===== src/rtl/output_gain_stage.sv =====
// output_gain_stage: ramped master volume with mute fades, saturation, clip count and peak-hold meter
module output_gain_stage #(
  parameter int RAMP_STEP        = 32,
  parameter int PEAK_HOLD        = 4800,
  parameter int PEAK_DECAY_SHIFT = 4
) (
  input  logic               sample_clk,
  input  logic               rst,
  input  logic signed [15:0] sample_in,
  input  logic        [15:0] target_gain,
  input  logic               mute,
  input  logic               clip_clr,
  output logic signed [15:0] sample_out,
  output logic        [15:0] cur_gain,
  output logic               muted,
  output logic               clip,
  output logic        [15:0] clip_count,
  output logic        [14:0] peak
);
  localparam int HW = $clog2(PEAK_HOLD + 1);
  localparam logic [16:0] RS17 = 17'(RAMP_STEP);
  localparam logic [15:0] RS16 = 16'(RAMP_STEP);
  localparam logic signed [32:0] MAX_S = 33'sd32767;
  localparam logic signed [32:0] MIN_S = -33'sd32768;
  typedef enum logic [1:0] {MUTED, FADE_IN, ACTIVE, FADE_OUT} state_t;
  state_t state, state_nx;
  logic [15:0] gain_nx;
  logic [HW-1:0] hold;
  logic signed [32:0] prod, shifted;
  logic signed [15:0] sat_out;
  logic sat;
  logic [15:0] mag_raw;
  logic [14:0] mag, decay, dec, peak_dec;
  function automatic logic [15:0] step_to(input logic [15:0] g, input logic [15:0] t);
    logic [16:0] g17, t17;
    g17 = {1'b0, g};
    t17 = {1'b0, t};
    return (t17 > g17 + RS17) ? g + RS16 : (g17 > t17 + RS17) ? g - RS16 : t;
  endfunction
  assign muted = (state == MUTED);
  assign prod = 33'(sample_in) * 33'($signed({1'b0, cur_gain}));
  assign shifted = prod >>> 15;
  assign sat = (shifted > MAX_S) || (shifted < MIN_S);
  assign sat_out = (shifted > MAX_S) ? 16'sh7FFF : (shifted < MIN_S) ? 16'sh8000 : shifted[15:0];
  assign mag_raw = sample_out[15] ? -sample_out : sample_out;
  assign mag = mag_raw[15] ? 15'h7FFF : mag_raw[14:0];
  assign decay = peak >> PEAK_DECAY_SHIFT;
  assign dec = (decay == '0) ? 15'd1 : decay;
  assign peak_dec = (peak > dec) ? peak - dec : '0;
  // next state and next gain; transition is decided first, then the step follows the new state
  always_comb begin
    state_nx = state;
    gain_nx = cur_gain;
    case (state)
      MUTED: begin
        state_nx = mute ? MUTED : FADE_IN;
        gain_nx = '0;
      end
      FADE_IN: begin
        gain_nx = step_to(cur_gain, mute ? 16'd0 : target_gain);
        state_nx = mute ? FADE_OUT : (gain_nx == target_gain) ? ACTIVE : FADE_IN;
      end
      ACTIVE: begin
        state_nx = mute ? FADE_OUT : ACTIVE;
        gain_nx = step_to(cur_gain, mute ? 16'd0 : target_gain);
      end
      FADE_OUT: begin
        state_nx = !mute ? FADE_IN : (cur_gain <= RS16) ? MUTED : FADE_OUT;
        gain_nx = !mute ? step_to(cur_gain, target_gain) : (cur_gain <= RS16) ? 16'd0 : cur_gain - RS16;
      end
      default: begin
        state_nx = MUTED;
        gain_nx = '0;
      end
    endcase
  end
  // state and gain register; the multiply uses the pre-update gain
  always_ff @(posedge sample_clk) begin
    if (rst) begin
      state <= MUTED;
      cur_gain <= '0;
    end else begin
      state <= state_nx;
      cur_gain <= gain_nx;
    end
  end
  // gained, saturated output with clip flag aligned to it
  always_ff @(posedge sample_clk) begin
    if (rst) begin
      sample_out <= '0;
      clip <= 1'b0;
    end else begin
      sample_out <= sat_out;
      clip <= sat;
    end
  end
  // saturating clip counter, cleared to the current clip flag
  always_ff @(posedge sample_clk) begin
    if (rst) clip_count <= '0;
    else clip_count <= clip_clr ? {15'd0, clip} : (clip && clip_count != 16'hFFFF) ? clip_count + 16'd1 : clip_count;
  end
  // peak hold with proportional decay after the hold window
  always_ff @(posedge sample_clk) begin
    if (rst) begin
      peak <= '0;
      hold <= '0;
    end else if (mag >= peak) begin
      peak <= mag;
      hold <= HW'(PEAK_HOLD);
    end else if (hold != '0) begin
      hold <= hold - HW'(1);
    end else begin
      peak <= peak_dec;
    end
  end
endmodule


===== config.mk =====
export PLATFORM = sky130hd
export DESIGN_NAME = output_gain_stage
export DESIGN_NICKNAME = d
export VERILOG_FILES = /design/src/rtl/output_gain_stage.sv
export SDC_FILE = /design/constraint.sdc
export NUM_CORES = 1
export LEC_CHECK = 0
export ABC_AREA = 1
export CAP_MARGIN = 20
export CORE_MARGIN = 10
export CORE_UTILIZATION = 49
export CTS_CLUSTER_DIAMETER = 120
export DETAILED_ROUTE_END_ITERATION = 6
export PLACE_DENSITY_LB_ADDON = 0.3
export SLEW_MARGIN = 20
export SYNTH_ARGS = -nofsm -noshare
export SYNTH_HDL_FRONTEND = slang
export SYNTH_SLANG_ARGS = --single-unit

===== constraint.sdc =====
create_clock -name sample_clk -period 7.9 [get_ports sample_clk]
set_input_delay 1.58 -clock sample_clk [delete_from_list [all_inputs] [get_ports sample_clk]]
set_output_delay 1.58 -clock sample_clk [all_outputs]
set_load 0.02 [all_outputs]

* After elaboration in Yosys (flattened, before gate mapping) *
Index checks and enable logic that the tools add are counted.

storage, ports and cells
  word-level logic and storage cells = 73
  flip-flop bits (word level) = 79
  output and inout port bits = 65
  input port bits = 36

operators by class
  multiply operators = 1
  add/subtract/negate cells = 9
  multiplexer cells = 27
  $lt $le $gt $ge = 9
  reductions and logical operators = 11
  eq/ne operators = 6

operator list
  operator               number
  $mux 16                9
  $mux 15                5
  $gt 16x17->1           4
  $add 16x6->17 const B  3
  $pmux 16 s3            1
  $mul 16x17->33         1
  $mux 13                2
  $gt 18x16->1 const B   1
  $lt 18x16->1 const B   1
  $add 16x1->16 const B  1
  $add 16x6->16 const B  1
  $eq 16x16->1           1
  $le 16x6->1 const B    1
  $ne 16x16->1 const B   1
  $neg 16->16            1
  $sub 16x6->16 const B  1
  $ge 15x15->1           1
  $gt 15x11->1           1
  $logic_not 15->1       1
  $sub 15x11->15         1
  $reduce_bool 13->1     1
  $sub 13x1->13 const B  1
  $mux 11                1
  $mux 2                 4
  10 further kinds       18

* Depth between registers and ports, before layout *
  word-level depth = 9
  depth in mapped cells = 33
  gate-level depth less buffers = 31

* Worst setup path before layout *
No wires, ideal clock.

  kind = input-to-reg
  start point = input sample_in[12]
  end point = register sample_out[10]
  buffers on the path = 4
  library setup time = 0.070 ns
  path slack = 0.568 ns
  stages on the path = 24
  required time = 7.830 ns
  data arrival time = 7.262 ns
  path through = clkbuf_1 > clkbuf_1 > nand2_1 > fa_1 > inv_1 > fa_1 > fa_1 > fa_1 > fa_1 > inv_1 > fa_1 > inv_1 > ha_1 > a21oi_1 > o21ai_0 > o21bai_1 > a221oi_1 > nand2_1 > xor2_1 > a21oi_1 > or2_1 > clkbuf_2 > buf_2 > a21oi_1

on the way
  longest elaborated chain between the ends = 4
  elaborated cells between the ends (all ways) = 5
  classes of those cells = 1 x mul; 2 x order compare; 2 x mux

ends and longest elaborated chain
  item                  RTL line  text
  start, declared       9         input logic signed [15:0] sample_in,
  $mul 16x17->33 *      41        assign prod = 33'(sample_in) * 33'($signed({1'b0, cur_gain}));
  $lt 18x16->1          44        assign sat_out = (shifted > MAX_S) ? 16'sh7FFF : (shifted < MIN_S) ? 16'sh8000 : shifted[15:0];
  $mux 16               44
  $mux 15 *             44
  end signal, assigned  93        sample_out <= sat_out;
  end, declared         13        output logic signed [15:0] sample_out,

Mark *: on every way between the ends. The rest lies on a longest branch, timed or not.
A chain may end at the register's enable or synchronous reset.

* Worst setup path after layout *
  start point = input sample_in[3]
  end point = register sample_out[14]

Same word-level chain as after synthesis.

==> impl_metrics.toml <==
[timing]
grt_setup_unrepaired = "no"
fin_crit_sh_pct = 95.3
min_period_ns = 7.53
fin_skew_ns = 0.00934
maxSlewViolCount = 0
timing.final.ws_setup_ns = 0.368
setup_tns_ns = 0
worst_pin_slew_ns = 1.07
hold_slack_ns = 0.486
setup_viol = 0
hold_viol = 0
slew_headroom_pct = 28.7
max_freq_ghz = 0.133

[cells_and_area]
final_layout_size_suffix_gt1_share_pct = 4.82
layout_commonest_cell = "nand2_1"
layout.nets = 3038
fillCellCount = 3376
final_cell_mix = "589 x nand2_1, 548 x inv_1, 219 x ha_1"
regArea_mm2 = 0.00158
syn_to_final_growth_pct = 11.7
multi_input_area_mm2 = 0.0131
stdcell_area_mm2 = 0.0192

[clocking]
insertion_delay_ns = 0.34
ctsHoldBuffers = 0
cts_sinks = 79
h-tree-depth = 3
cts_tree = "yes"
clk_pin_slew_worst_paths_ns = 0.06
ctsLongestPathBuffers = 2
numCtsBuffers = 9
cts-root-buf = "clkbuf_16"

[synthesis]
synth_top_family_by_area = "adder cells"
synth_area_mm2 = 0.0172
syn_nets = 2952
ys_seq_elements = 79
syn_area_per_cell_um2 = 6.86
yosysTopAreaCellShare_pct = 22.6
synth_compound_area_share_pct = 10.1
synth_area_leader_cell = "fa_1"
synth-xor-area-share_pct = 2.86
synth_top_flop_cell = "dfxtp_1"
synthTopCellsByArea = "fa_1 23%, ha_1 16%, nand2_1 13%"
synthCells = 2503
synthSimpleGateAreaFrac_pct = 24.8
synthDistinctLibCells = 55
synth-edff-count = 0
postSynth.asyncResetShare_pct = 0
synth_warnings = 0
synth_mux_area_share_pct = 0
synthAdderAreaFrac_pct = 38.6
seq_area_frac_synth_pct = 9.21

[place]
place.gp.congestion = 1.01
io_buffers = 100
dp_hpwl_mm = 43.3
dp_slack_ns = -0.0903
place_area_mm2 = 0.0189

[critical_path]
r2r_slack_ns = 1.21
path_class = "input pin to register"
reg2reg_depth = 20
required_ns = 8.16
worst_setup_path_end_kind = "register"
start_kind = "input pin"
path_max_fanout = 16
worstPathArrival_ns = 7.79

[global_route]
grt_max_degree = 45
antenna_found_initial = 0
grt_pass1_wl_mm = 85.8
grt-ovfl-total = 0
grt_pass1_vias = 16700
grt_util_all_layers_pct = 24.1

[route]
viasPerCell = 5.42
drc = 1
routed_wl_mm = 52.1
num_vias = 16500
final_antenna_net_count = 0
drtIter0Drc = 1134
wire_per_inst_um = 17.1
drt-pass1-iter-count = 7

[power]
power_uw = 2290
vdd_drop_max_uv = 134
p_int_uw = 1220
p_sw_uw = 1070
pwr-share-seq_pct = 23.2
switching_share_pct = 46.6
combPwrFrac_pct = 58.0
p_leak_uw = 0.0104
p_clk_share_pct = 18.8
powerDensity_mw_per_mm2 = 119

[floorplan]
core-area_mm2 = 0.0345
start_util_pct = 49.7
die_area_mm2 = 0.0429
io_pins = 101
die_h_um = 207
rows = 68
die_w_um = 207

[run_status]
violations = "design-rule violations"
status = "finished, violations left"

[flow_run]
cap_violations = 0

[hold_path]
hold_depth = 2
hold_path.class = "register to register"
-- registers in the layout, indices dropped and copies added (netlist names) --
signal / flops
clip_count: 16
cur_gain: 16
sample_out: 16
peak: 15
hold: 13
state: 2
clip: 1
-- logic make-up after synthesis --
kind of cell	after synthesis
adders and majority gates	413
buffers and inverters	644
xor gates and xnor gates	56
and+or+nand+nor	1004
AOI/OAI and AO/OA	307
DFF	79
-- critical path: stages --
cell and delay [ns]:
clkdlybuf4s50_1 0.72, buf_4 0.25, nand2_1 0.09, fa_1 0.59, fa_1 0.44, fa_1 0.51
fa_1 0.49, inv_1 0.05, fa_1 0.53, inv_1 0.06, fa_1 0.53, inv_1 0.04
ha_1 0.32, a21oi_1 0.23, o21ai_0 0.13, a21oi_1 0.13, nand2_1 0.09, nand4_1 0.08
nand2_1 0.08, xor2_1 0.19, a21oi_1 0.05, or2_2 0.41, a21oi_1 0.20
-- metrics by stage --
| step | util (%) | std cells |
|---|---|---|
| CTS | 55.5 | 3048 |
| finish | 55.5 | 3049 |
| floorplan | - | 2503 |
| detailed placement | 54.7 | 3033 |
| global route | 55.5 | 3048 |
| global placement | 54.7 | 3033 |
-- area by class of cell --
class | count | area share [%]
clock inverters | 5 | 0.294
clock buffers | 10 | 1.25
well taps | 455 | 2.97
inverters | 552 | 10.8
multi-input cells | 1780 | 68.3
repair buffers | 167 | 8.09
flip-flops and latches | 79 | 8.24
diodes | 1 | 0.0130
-- final timing paths --
kind,start,to
setup reg to reg,cur_gain[10],sample_out[14]
hold reg to reg,hold[0],hold[0]
setup / recovery,sample_in[3],sample_out[14]
hold / removal,hold[0],hold[0]
-- Yosys cell counts (5+ instances only) --
cell type / count
or2_2: 17
buf_2: 14
a21oi_1: 141
o21ai_1: 5
clkbuf_1: 58
ha_1: 219
buf_1: 9
o21a_1: 6
buf_4: 7
o211ai_1: 9
nand4_1: 28
a21o_1: 6
inv_1: 548
dfxtp_1: 79
nor4_1: 11
a22oi_1: 14
o21bai_1: 9
xnor2_1: 12
nor2_1: 157
o21ai_0: 91
xor2_1: 44
nand2_1: 589
nand3_1: 136
nor3_1: 33
fa_1: 194
-- metal layers --
metal  up-vias  global-route usage (%)  share of wire (%)
met5         -                       0                  0
met4         0                    8.10                3.0
met3       118                    2.77                6.0
met2       610                    42.7                 49
met1      7876                    29.6                 42
li1       7918                       -                  -
-- power groups by stage --
stage | Combinational (µW) | Clock, µW | Sequential [µW]
after global routing | 1500 | 452 | 540
after CTS | 1320 | 436 | 530
final | 1330 | 430 | 531
after global placement | 1280 | 0 | 537
after floorplan | 913 | 0 | 553
after detailed placement | 1310 | 0 | 538
-- timing repair --
action	in CTS	in global routing
setup endpoints to repair	0	16
gates resized for setup	0	2
buffers inserted	0	0
(Power assumes the default switching activity.)
